--- config.mk ---
export PLATFORM = sky130hd
export DESIGN_NAME = mem_access_stage
export DESIGN_NICKNAME = d
export VERILOG_FILES = /design/src/rtl/mem_access_stage.sv
export SDC_FILE = /design/constraint.sdc
export NUM_CORES = 1
export LEC_CHECK = 0
export ABC_AREA = 1
export BUFFER_PORTS_ARGS = -buffer_cell sky130_fd_sc_hd__buf_4
export CAP_MARGIN = 15
export CORE_MARGIN = 10
export CORE_UTILIZATION = 45
export CTS_BUF_LIST = sky130_fd_sc_hd__clkbuf_16
export DETAILED_ROUTE_END_ITERATION = 12
export PLACE_DENSITY = 0.79
export SLEW_MARGIN = 20
export SYNTH_ARGS = -nofsm -noshare
export SYNTH_HDL_FRONTEND = slang
export SYNTH_SLANG_ARGS = --single-unit
export TNS_END_PERCENT = 1
--- constraint.sdc ---
create_clock -name clk -period 1.6 [get_ports clk]
set_input_delay 0.16 -clock clk [delete_from_list [all_inputs] [get_ports clk]]
set_output_delay 0.16 -clock clk [all_outputs]
set_load 0.005 [all_outputs]
--- src/rtl/mem_access_stage.sv ---
// MEM pipeline stage: data-memory request/ready handshake with stall and timeout,
// load formatting, store lane steering and PC-source resolution.
module mem_access_stage #(
    parameter int TIMEOUT = 16,
    parameter int TO_W    = 5
) (
    input  logic        clk,
    input  logic        rst,
    input  logic        Branch_in,
    input  logic        zero_in,
    input  logic        jal_in,
    input  logic        jalr_in,
    input  logic        Mem_Read_in,
    input  logic        Mem_Write_in,
    input  logic        Mem_to_Reg_in,
    input  logic        Reg_Write_in,
    input  logic [2:0]  funct3_in,
    input  logic [31:0] RD_in,
    input  logic [31:0] ALU_Result_in,
    input  logic [31:0] muxb_in,
    output logic        dmem_req,
    output logic        dmem_we,
    output logic [31:0] dmem_addr,
    output logic [3:0]  dmem_be,
    output logic [31:0] dmem_wdata,
    input  logic        dmem_ready,
    input  logic [31:0] dmem_rdata,
    output logic        stall,
    output logic        pc_src,
    output logic        pc_jalr,
    output logic        wb_valid,
    output logic        wb_Reg_Write,
    output logic        wb_Mem_to_Reg,
    output logic [31:0] wb_RD,
    output logic [31:0] wb_ALU_Result,
    output logic [31:0] wb_mem_data,
    output logic        misalign_err,
    output logic        bus_err
);
    typedef enum logic [1:0] {IDLE, WAIT, DONE} state_t;

    localparam logic [TO_W-1:0] TO_LAST = (TIMEOUT > 0) ? TO_W'(TIMEOUT - 1) : '0;

    state_t          state_q;
    logic [TO_W-1:0] cnt_q;
    logic            req_q, we_q, busPend_q;
    logic [31:0]     addr_q, wdata_q, memData_q;
    logic [3:0]      be_q;
    logic [1:0]      lane_q;
    logic [2:0]      f3_q;
    logic            wbValid_q, wbRegWrite_q, wbMemToReg_q, misErr_q, busErr_q;
    logic [31:0]     wbRd_q, wbAlu_q, wbMemData_q;

    logic        memOp, misaligned;
    logic [1:0]  off;
    logic [3:0]  be_d;
    logic [31:0] wdata_d, loadData_d, laneData;

    assign off        = ALU_Result_in[1:0];
    assign memOp      = Mem_Read_in | Mem_Write_in;
    assign misaligned = memOp & (((funct3_in[1:0] == 2'b01) & off[0]) |
                                 ((funct3_in[1:0] == 2'b10) & (off != 2'b00)));

    assign pc_src  = (Branch_in & zero_in) | jal_in | jalr_in;
    assign pc_jalr = jalr_in;
    assign stall   = (state_q == WAIT) | ((state_q == IDLE) & memOp & ~misaligned);

    always_comb begin
        be_d    = 4'b1111;
        wdata_d = '0;
        if (Mem_Write_in) begin
            case (funct3_in[1:0])
                2'b00: begin
                    be_d    = 4'b0001 << off;
                    wdata_d = {4{muxb_in[7:0]}};
                end
                2'b01: begin
                    be_d    = 4'b0011 << {off[1], 1'b0};
                    wdata_d = {2{muxb_in[15:0]}};
                end
                default: wdata_d = muxb_in;
            endcase
        end
    end

    // The byte/half lane is brought down to bit 0 before extension.
    assign laneData = dmem_rdata >> {lane_q, 3'b000};

    always_comb begin
        case (f3_q)
            3'b000:  loadData_d = {{24{laneData[7]}}, laneData[7:0]};
            3'b001:  loadData_d = {{16{laneData[15]}}, laneData[15:0]};
            3'b100:  loadData_d = {24'b0, laneData[7:0]};
            3'b101:  loadData_d = {16'b0, laneData[15:0]};
            default: loadData_d = dmem_rdata;
        endcase
    end

    always_ff @(posedge clk) begin
        if (rst) begin
            state_q      <= IDLE;
            cnt_q        <= '0;
            req_q        <= 1'b0;
            we_q         <= 1'b0;
            busPend_q    <= 1'b0;
            addr_q       <= '0;
            wdata_q      <= '0;
            memData_q    <= '0;
            be_q         <= '0;
            lane_q       <= '0;
            f3_q         <= '0;
            wbValid_q    <= 1'b0;
            wbRegWrite_q <= 1'b0;
            wbMemToReg_q <= 1'b0;
            misErr_q     <= 1'b0;
            busErr_q     <= 1'b0;
            wbRd_q       <= '0;
            wbAlu_q      <= '0;
            wbMemData_q  <= '0;
        end else begin
            wbValid_q <= 1'b0;
            misErr_q  <= 1'b0;
            busErr_q  <= 1'b0;
            case (state_q)
                IDLE: begin
                    if (memOp && !misaligned) begin
                        req_q     <= 1'b1;
                        we_q      <= Mem_Write_in;
                        addr_q    <= {ALU_Result_in[31:2], 2'b00};
                        be_q      <= be_d;
                        wdata_q   <= wdata_d;
                        lane_q    <= off;
                        f3_q      <= funct3_in;
                        cnt_q     <= '0;
                        busPend_q <= 1'b0;
                        state_q   <= WAIT;
                    end else begin
                        wbValid_q    <= 1'b1;
                        wbRegWrite_q <= Reg_Write_in & ~misaligned;
                        wbMemToReg_q <= Mem_to_Reg_in;
                        wbRd_q       <= RD_in;
                        wbAlu_q      <= ALU_Result_in;
                        wbMemData_q  <= '0;
                        misErr_q     <= misaligned;
                    end
                end
                WAIT: begin
                    // A ready arriving in the final timeout cycle still completes normally.
                    if (dmem_ready) begin
                        memData_q <= we_q ? 32'd0 : loadData_d;
                        req_q     <= 1'b0;
                        state_q   <= DONE;
                    end else if ((TIMEOUT > 0) && (cnt_q == TO_LAST)) begin
                        memData_q <= '0;
                        busPend_q <= 1'b1;
                        req_q     <= 1'b0;
                        state_q   <= DONE;
                    end else begin
                        cnt_q <= cnt_q + TO_W'(1);
                    end
                end
                DONE: begin
                    wbValid_q    <= 1'b1;
                    wbRegWrite_q <= Reg_Write_in & ~busPend_q;
                    wbMemToReg_q <= Mem_to_Reg_in;
                    wbRd_q       <= RD_in;
                    wbAlu_q      <= ALU_Result_in;
                    wbMemData_q  <= memData_q;
                    busErr_q     <= busPend_q;
                    state_q      <= IDLE;
                end
                default: state_q <= IDLE;
            endcase
        end
    end

    assign dmem_req      = req_q;
    assign dmem_we       = we_q;
    assign dmem_addr     = addr_q;
    assign dmem_be       = be_q;
    assign dmem_wdata    = wdata_q;
    assign wb_valid      = wbValid_q;
    assign wb_Reg_Write  = wbRegWrite_q;
    assign wb_Mem_to_Reg = wbMemToReg_q;
    assign wb_RD         = wbRd_q;
    assign wb_ALU_Result = wbAlu_q;
    assign wb_mem_data   = wbMemData_q;
    assign misalign_err  = misErr_q;
    assign bus_err       = busErr_q;
endmodule

==> results of run 1 <==
[power groups by stage]
stage,sequential (mW),clock [mW],combinational (mW)
floorplan,6.11,0,1.38
global placement,6.09,0,2.79
detailed placement,6.10,0,2.83
CTS,5.99,5.11,3.12
global route,6.05,5.33,3.49
finish,6.01,5.03,3.20
[path summary, 6_finish.rpt]
| kind | start | end | slack (ps) | cells past startpoint |
|---|---|---|---|---|
| max | state_q[1] | stall | 10 | 6 |
| min | muxb_in[4] | dmem_wdata[4] | 40 | 3 |
| max reg2reg | cnt_q[1] | memData_q[7] | 40 | 10 |
| min reg2reg | dmem_wdata[22] | dmem_wdata[22] | 460 | 2 |
[Yosys cell counts, types with 5 or more instances]
cell type	number
buf_4	7
o21ai_0	96
dfxtp_1	214
a21oi_1	138
inv_2	6
buf_2	21
nor3_1	5
clkbuf_1	41
buf_6	9
inv_1	35
nand2_1	300
o2111ai_1	5
nand3_1	40
o21ai_1	10
nor2_1	242
[critical path, cell delays in order, from the launching register on]
cell and delay (ps):
dfxtp_2 330, buf_4 150, nor2_4 130, buf_6 120, inv_4 40, nand2_4 60
buf_6 100
[what timing repair did]
item / CTS / global route
hold buffers: 79 / 0
buffers inserted: 11 / 0
cloned: 3 / 0
endpoints found under the setup margin: 23 / 72
resized for setup: 30 / 17
pin swaps: 7 / 15
endpoints found under the hold margin: 109 / 0
[cells by family (layout without fill, tap and decap cells)]
| kind of cell | after synthesis | after routing |
|---|---|---|
| buf+inv | 120 | 527 |
| xor+xnor | 1 | 1 |
| simple gates | 599 | 599 |
| fa+ha+maj | 2 | 2 |
| flops | 214 | 214 |
| other cells | 1 | 5 |
| compound gates | 255 | 255 |
[per-layer routing]
layer | vias up | share of wire | track usage
met4 | 0 | 0.055 | 0.1363
li1 | 4623 | - | -
met5 | - | 0 | 0
met1 | 4311 | 0.37 | 0.2758
met3 | 116 | 0.10 | 0.07164
met2 | 479 | 0.47 | 0.4180
[state kept, by name, summed over array words and instances (netlist names)]
| signal | cells |
|---|---|
| state_q | 2 |
| busPend_q | 1 |
| dmem_wdata | 32 |
| wb_Reg_Write | 1 |
| wb_ALU_Result | 32 |
| bus_err | 1 |
| wb_RD | 32 |
| dmem_req | 1 |
| wb_Mem_to_Reg | 1 |
| wb_valid | 1 |
| dmem_we | 1 |
| lane_q | 2 |
| misalign_err | 1 |
| memData_q | 32 |
| wb_mem_data | 32 |
| f3_q | 3 |
| cnt_q | 5 |
| dmem_addr | 30 |
| dmem_be | 4 |
[area by class of cell]
class | instances | area [µm²] | share of cell area
sequential | 214 | 4289 | 0.3277
multi-input combinational | 859 | 3852 | 0.2943
timing repair buffer | 446 | 3779 | 0.2887
clock buffer | 23 | 575.6 | 0.04397
tap | 234 | 292.8 | 0.02237
inverter | 41 | 163.9 | 0.01252
clock inverter | 17 | 130.1 | 0.009941
antenna | 3 | 7.507 | 0.0005735
[metrics by stage]
step	cell area (µm²)	utilization	hold WS, ps	std cells
2_1_floorplan	8584	-	302.9	1193
3_3_place_gp	11250	0.6013	410.5	1701
3_5_place_dp	11250	0.6013	418.9	1701
4_1_cts	13010	0.6956	18.41	1834
5_1_grt	13090	0.6998	30.01	1837
6_report	13090	0.6998	40.77	1837
==> results.md, run 1 <==
- Most used DFF post-synth: dfxtp_1
- Core Box Area: about 0.019 mm²
- I/O Buffers: 313
- YS warnings: 0
- Type of destination of the critical path: output port
- Count of different cell masters after synthesis: 31
- Net Sw Power: approximately 4.1 mW
- Area share of the largest cell type after synthesis: 0.4997
- CTS Sinks: approximately 210
- # IOs: between 300 and 400
- Comb pwr share: 0.225
- Drt drc: 0
- TritonCTS Buffers: 23
- Initial antenna violation count: 3
- Area contributors post-synth: dfxtp_1, nand2_1, nor2_1
- Syn avg cell area: 7.192 µm²
- Die Width: between 150 and 200 µm
- Share of cells above drive strength 1: 0.2750
- Worst-Skew Late Latency: approximately 500 ps
- Clock-pin slew on the worst setup and hold paths: approximately 60 ps
- Leak: approximately 5.9 nW
- Seq pwr share: 0.422
- Worst setup SP type: flop
- Sw Share: 0.2849
- Clock skew: between 7 and 8 ps
- Post-Synth XOR/XNOR Area: 0.001022
- Relative slew slack: 0.5897
- CTS H-tree lvls: 1
- Number of enable flip-flop cells after synthesis: 0
- Hpwl dp: roughly 21 mm
- Die area: around 0.025 mm²
- Async SR Flop Fraction: 0
- PnR worst setup slack: a little under 10 ps
- First-pass GRT wire length: between 40 and 50 mm
- Max Cap Viol: 0
- Post-Synth Adder-Cell Area: 0.002919
- Layout area overhead: 52.69%
- Data arrival time of the worst path: around 1400 ps
- Pin count of the biggest net entering global routing: 120
- Vias per cell: around 5.2
- Drt total wl: between 30 and 40 mm
- All-Layer GR Usage: 0.2478
- Status: complete, no violations
- Remaining Overflow, GRT: 0
- Setup TNS: 0 ps
- Simple-Gate Fraction of Synth Area: 0.2766
- Largest area contributor in the netlist: dfxtp_1
- Row cnt: 50
- Detailed Routing Iterations Pass 1: 5
- Compound-Gate Fraction of Synth Area: 0.1528
- Drt first-iter violations: about 760
- Clk network pwr share: 0.353
- Vias: roughly 9.5k
- Die height: 158.0 µm
- Root Buffer: clkbuf_16
- Pins over their slew limit: 0
- Worst hold path class: input port to flop
- FMAX: between 600 and 700 MHz
- Power Dens Cells: 1088 mW/mm²
- Internal Pwr Total: between 10 and 15 mW
- Worst-Margin Slew: a little over 600 ps
- Max IR drop VDD: around 1.1 mV
- Worst slack at placement: -150.8 ps
- TritonCTS clock tree: yes
- Final Critical Period: 1590 ps
- Most frequent cells in the layout: buf_4, nand2_1, nor2_1, dfxtp_1, a21oi_1
- Sequential area share after synthesis: 0.4997
- Final period util: 0.9939
- Routability cong.: approximately 0.94
- Final Hold Viols: 0
- Largest family of logic cells by synthesized area: simple AND/OR/NAND/NOR gates
- CP required: roughly 1400 ps
- Nets: 1729
- Total power: about 14 mW
- Syn Inst Count: about 1.2k
- Clock buffer depth: 3
- Commonest non-fill, non-tap cell in the layout: buf_4
- WS Path Type: flop to output port
- #FFs+latches synth: around 210
- Fill cells: between 1k and 1.5k
- Initial Utilization: 0.4583
- CP max FO: 4
- Number of global-route vias before repair: about 9.5k
- Cell Area, Synth: around 0.0086 mm²
- Final setup violation count: 0
- RSZ-0062 raised after global routing: true
- Wirelength per Cell: about 18 µm
- Multiplexer share of the synthesized area: 0
- Post-route ant nets: 0
Power figures use the tool's default switching activity.
==> inputs of run 2 (changes only) <==
SETUP_SLACK_MARGIN = 0.02   (was not set)
==> results.md, run 2 (same netlist as run 1, synthesis figures left out) <==
- Worst-Skew Late Latency: 490 ps (about the same)
- Final period util: 1.002 (+0.007860)
- Placed insts: 1701 (unchanged)
- Initial antenna violation count: 3 (unchanged)
- Share of cells above drive strength 1: 0.2780 (+0.002951)
- Remaining Overflow, GRT: 0 (unchanged)
- Pins over their slew limit: 0 (unchanged)
- Leak: 5.899 nW (about the same)
- CP cell instances: buf_4 > nor2_4 > buf_6 > inv_4 > nand2_4 > buf_6
- TritonCTS Buffers: 23 (unchanged)
- Drt first-iter violations: 773 (+1.3%)
- Worst-Margin Slew: 596.1 ps (-19.36 ps)
- Vias per cell: 5.178 (-0.18%)
- Total power: 14.27 mW (+0.17%)
- R2r endpoint: memData_q[28]
- I/O Buffers: 313 (unchanged)
- CP required: 1440 ps (about the same)
- Final Hold Viols: 0 (unchanged)
- Initial Utilization: 0.4583 (unchanged)
- Power Dens Cells: 1088 mW/mm² (about the same)
- Number of global-route vias before repair: 9464 (unchanged)
- TritonCTS clock tree: yes
- CTS Sinks: 214 (unchanged)
- Worst hold path class: input port to flop
- First-pass GRT wire length: 49.85 mm (unchanged)
- Failing checks: setup timing
- Data arrival time of the worst path: 1440 ps (about the same)
- Hold endpoint: dmem_wdata[4]
- Max incr delay on CP: 330 ps (about the same)
- WS Path Type: flop to output port
- Clock-pin slew on the worst setup and hold paths: 60 ps (about the same)
- Commonest non-fill, non-tap cell in the layout: buf_4
- Vias: 9517 (-0.13%)
- Max stage delay cell, worst path: dfxtp_2
- PnR worst setup slack: -2.830 ps (-12.58 ps)
- FMAX: 623.9 MHz (-0.78%)
- Fill cells: 1471 (unchanged)
- FF-to-FF Start: state_q[1]
- CP max FO: 4 (unchanged)
- Nets: 1730 (+0.058%)
- RSZ-0062 raised after global routing: true
- Layout area overhead: 52.90%
- Hold Path Cell Cnt: 3 (unchanged)
- CTS H-tree lvls: 1 (unchanged)
- Hpwl dp: 21.13 mm (unchanged)
- Max IR drop VDD: 1.073 mV (+0.26%)
- Die Width: 158.0 µm (unchanged)
- Crit path max-delay family: buffers and inverters
- R2R cell count: 10 (unchanged)
- Worst setup SP type: flop
- Routability cong.: 0.9372 (unchanged)
- Pin count of the biggest net entering global routing: 120 (unchanged)
- All-Layer GR Usage: 0.2478 (unchanged)
- Final Critical Period: 1603 ps (+12.58 ps)
- Clock skew: 6.273 ps (-0.8474 ps)
- Die area: 0.02497 mm² (unchanged)
- Most frequent cells in the layout: buf_4, nand2_1, nor2_1, dfxtp_1, a21oi_1
- Final setup violation count: 1 (+1)
- Type of destination of the critical path: output port
- Post-route ant nets: 0 (unchanged)
- Relative slew slack: 0.6026 (+0.01291)
- Row cnt: 50 (unchanged)
- Max Cap Viol: 0 (unchanged)
- Finished Layout Cells: 1838 (+0.054%)
- Drt drc: 0 (unchanged)
- # IOs: 316 (unchanged)
- Detailed Routing Iterations Pass 1: 5 (unchanged)
- CP Buf/Inv Count: 4 (unchanged)
- CP most frequent cell: buf_6
- Wirelength per Cell: 17.87 µm (+0.50%)
- Core Box Area: 0.01871 mm² (unchanged)
- Clock buffer depth: 3 (unchanged)
- Root Buffer: clkbuf_16
- Die height: 158.0 µm (unchanged)
- Drt total wl: 32.84 mm (+0.56%)
- R2R Setup Slk: 20 ps (-20 ps)
- Status: finished, violations left
- Hold path startpoint: muxb_in[4]
[run 2: worst register-to-register path, delay by kind of cell, from the launching register on]
| family | cells | cell delay, ps |
|---|---|---|
| flip-flops | 1 | 330 |
| AND/OR/NAND/NOR | 2 | 190 |
| AO/OA/AOI/OAI | 2 | 130 |
| buffers and inverters | 6 | 800 |
[run 2: what timing repair did]
item,in CTS,in global routing
gates cloned,3,0
pin swaps,8,18
setup endpoints to repair,32,79
buffers inserted,11,1
gates resized for setup,31,21
hold buffers,79,0
hold endpoints to repair,109,0
[run 2: area by class of cell]
class	count	area (µm²)	share of cell area
sequential	214	4289	0.3272
multi-input combinational	859	3857	0.2943
timing repair buffer	447	3790	0.2891
clock buffer	23	575.6	0.04391
tap	234	292.8	0.02233
inverter	41	166.4	0.01269
clock inverter	17	130.1	0.009927
antenna	3	7.507	0.0005727
[run 2: worst max-delay path by stage]
stage | to | slack (ps) | depth (start not counted) | startpoint
final | stall | -3 | 6 | state_q[1]
after global routing | stall | -50 | 7 | state_q[0]
after CTS | cnt_q[2] | -3 | 10 | cnt_q[1]
after detailed placement | dmem_wdata[3] | -150 | 9 | funct3_in[1]
after global placement | dmem_wdata[0] | -30 | 6 | state_q[1]
after floorplan | dmem_req | 90 | 8 | cnt_q[0]
[run 2: through the flow]
step	utilization	setup TNS [ps]	cell area [µm²]	hold slack, ps	worst slack [ps]
after global placement	0.6013	-191.1	11250	410.5	-31.65
after detailed placement	0.6013	-1573	11250	418.9	-150.8
after floorplan	-	0	8584	302.9	92.95
after CTS	0.6957	-2.792	13010	18.41	-2.544
final	0.7008	-2.830	13110	40.87	-2.830
after global routing	0.7008	-260.6	13110	30.01	-47.93
[run 2: report_power, final]
part           internal (mW)  leakage [nW]  total (mW)  switching, mW
clock network           2.92         0.355        5.03           2.11
registers               5.76          1.76        6.01          0.248
logic                   1.50          3.79        3.22           1.72
total                   10.2          5.90        14.3           4.07
[run 2: per-layer routing]
metal,GRT usage,share of wire,up-vias
met5,0,0,-
met4,0.1363,0.057,0
met3,0.07164,0.098,133
met2,0.4180,0.46,482
met1,0.2758,0.38,4285
li1,-,-,4617
==> inputs of run 3 (changes only) <==
CTS_BUF_LIST = not set   (was sky130_fd_sc_hd__clkbuf_16)
==> results.md, run 3 (same netlist as run 1, synthesis figures left out) <==
- Hold Path Cell Cnt: 3 (unchanged)
- All-Layer GR Usage: 0.2421 (-0.005702)
- Final Hold Viols: 0 (unchanged)
- TritonCTS Buffers: 23 (unchanged)
- Max Used Layer: met4
- Pins over their slew limit: 0 (unchanged)
- Core Box Area: 0.01871 mm² (unchanged)
- Initial antenna violation count: 2 (-1)
- Wirelength per Cell: 17.58 µm (-1.6%)
- R2R Setup Slk: -8 ps (-30 ps)
- Layout area overhead: 51.68%
- Pin count of the biggest net entering global routing: 120 (unchanged)
- RSZ-0062 raised after global routing: true
- Power Dens Cells: 1112 mW/mm² (+2.2%)
- Worst hold path class: input port to flop
- Remaining Overflow, GRT: 0 (unchanged)
- Hpwl dp: 21.13 mm (unchanged)
- Finished Layout Cells: 1834 (-0.22%)
- Met1 WL: 12.15 mm (-2.9%)
- CTS H-tree lvls: 1 (unchanged)
- Row cnt: 50 (unchanged)
- Number of global-route vias before repair: 9417 (-0.50%)
- R2R cell count: 9 (-1)
- Clock skew: 7.981 ps (+1.708 ps)
- Die height: 158.0 µm (unchanged)
- Hold endpoint: dmem_wdata[4]
- FMAX: 621.9 MHz (-0.32%)
- Total power: 14.46 mW (+1.4%)
- FF-to-FF Start: cnt_q[1]
- WS Path Type: flop to flop
- R2r endpoint: cnt_q[2]
- Final setup violation count: 1 (unchanged)
- Max stage delay cell, worst path: dfxtp_2
- Data arrival time of the worst path: 1990 ps (+550 ps)
- TritonCTS clock tree: yes
- CP required: 1980 ps (+540 ps)
- # IOs: 316 (unchanged)
- Register area: 0.004289 mm² (unchanged)
- CP max FO: 7 (+3)
- Routability cong.: 0.9372 (unchanged)
- Die Width: 158.0 µm (unchanged)
- Final Critical Period: 1608 ps (+5.176 ps)
- Multi-input logic area: 0.003791 mm² (-1.7%)
- Final core occ: 0.6952 (-0.005619)
- Commonest non-fill, non-tap cell in the layout: buf_4
- Met3 WL: 3.258 mm (+1.5%)
- CP cell instances: ha_2 > nand2_2 > nor2_2 > ha_4 > nor2_1 > nand2_1 > nand2_2 > a21oi_2 > nor2_1
- Vias: 9469 (-0.50%)
- Clock-pin slew on the worst setup and hold paths: 60 ps (about the same)
- Worst slack at placement: -150.8 ps (unchanged)
- Nets: 1727 (-0.17%)
- Clock buffer depth: 3 (unchanged)
- Most frequent cells in the layout: buf_4, nand2_1, nor2_1, dfxtp_1, a21oi_1
- Initial Utilization: 0.4583 (unchanged)
- Die area: 0.02497 mm² (unchanged)
- Max IR drop VDD: 1.078 mV (+0.54%)
- Max Cap Viol: 0 (unchanged)
- Vias per cell: 5.163 (-0.29%)
- Final period util: 1.005 (+0.003235)
- Worst-Margin Slew: 597.7 ps (+1.613 ps)
- Root Buffer: clkbuf_16
- Share of cells above drive strength 1: 0.2722 (-0.005736)
- Worst setup SP type: flop
- PnR worst setup slack: -8.006 ps (-5.176 ps)
- Worst-Skew Late Latency: 500 ps (about the same)
- Drt first-iter violations: 794 (+2.7%)
- Type of destination of the critical path: flop
- Detailed Routing Iterations Pass 1: 5 (unchanged)
- Leak: 5.850 nW (-0.83%)
- Hold path startpoint: muxb_in[4]
- Placed insts: 1701 (unchanged)
- Drt drc: 0 (unchanged)
- WL met2: 15.10 mm (-0.95%)
- Failing checks: setup timing
- Min Hold Slack: 37.11 ps (-3.769 ps)
- I/O Buffers: 313 (unchanged)
- Post-route ant nets: 0 (unchanged)
- Max incr delay on CP: 330 ps (about the same)
- CTS Sinks: 214 (unchanged)
- Relative slew slack: 0.6015 (-0.001075)
- First-pass GRT wire length: 48.96 mm (-1.8%)
- Fill cells: 1489 (+1.2%)
- Status: finished, violations left
- Drt total wl: 32.24 mm (-1.8%)
==> run 3: cell types whose count changed in the layout (fill, tap and decap cells not counted), sizes merged <==
cell,change
inv,-3
clkbuf,+8
diode,-1
buf,-3
clkinv,-5
==> run 3: worst max path at each step <==
stage               slack, ps    startpoint             to
global placement          -30    state_q[1]  dmem_wdata[0]
floorplan                  90      cnt_q[0]       dmem_req
finish                     -8      cnt_q[1]       cnt_q[2]
global route             -100      cnt_q[1]       cnt_q[2]
detailed placement       -150  funct3_in[1]  dmem_wdata[3]
CTS                         4      cnt_q[0]  memData_q[28]
==> run 3: final cells by class <==
type | count | share of cell area
Sequential cell | 214 | 0.3298
Tap cell | 234 | 0.02252
Antenna cell | 2 | 0.0003849
Multi-Input combinational cell | 859 | 0.2915
Inverter | 41 | 0.01280
Clock buffer | 31 | 0.05042
Clock inverter | 9 | 0.007698
Timing Repair Buffer | 444 | 0.2848
==> run 3: stage by stage <==
step                      cell area, µm²  setup TNS, ps
after floorplan                     8584              0
after global placement             11250         -191.1
after detailed placement           11250          -1573
after CTS                          12960              0
after global routing               13000          -1806
final                              13000         -8.006
==> run 3: critical path, delay by kind of cell (launching register included) <==
kind / cells / cell delay [ps]
AND/OR/NAND/NOR: 6 / 620
adder cells (fa/ha/maj): 2 / 370
flip-flops: 1 / 330
AO/OA/AOI/OAI: 1 / 170
==> run 3: power by group <==
group	leakage (nW)	switching (mW)	internal, mW
Sequential	1.76	0.243	5.76
Combinational	3.72	1.70	1.47
Clock	0.371	2.10	3.18
Total	5.85	4.04	10.4
==> run 3: timing repair <==
action / in CTS / in global routing
gates resized for setup: 23 / 7
gates cloned: 1 / 0
pin swaps: 6 / 2
setup buffers: 10 / 1
hold buffers: 79 / 0
hold endpoints to repair: 109 / 0
setup endpoints to repair: 33 / 88
==> run 3: routing by layer <==
| layer | up-vias | GRT usage |
|---|---|---|
| li1 | 4608 | - |
| met1 | 4287 | 0.2698 |
| met2 | 472 | 0.4105 |
| met3 | 102 | 0.06920 |
| met4 | 0 | 0.1288 |
| met5 | - | 0 |
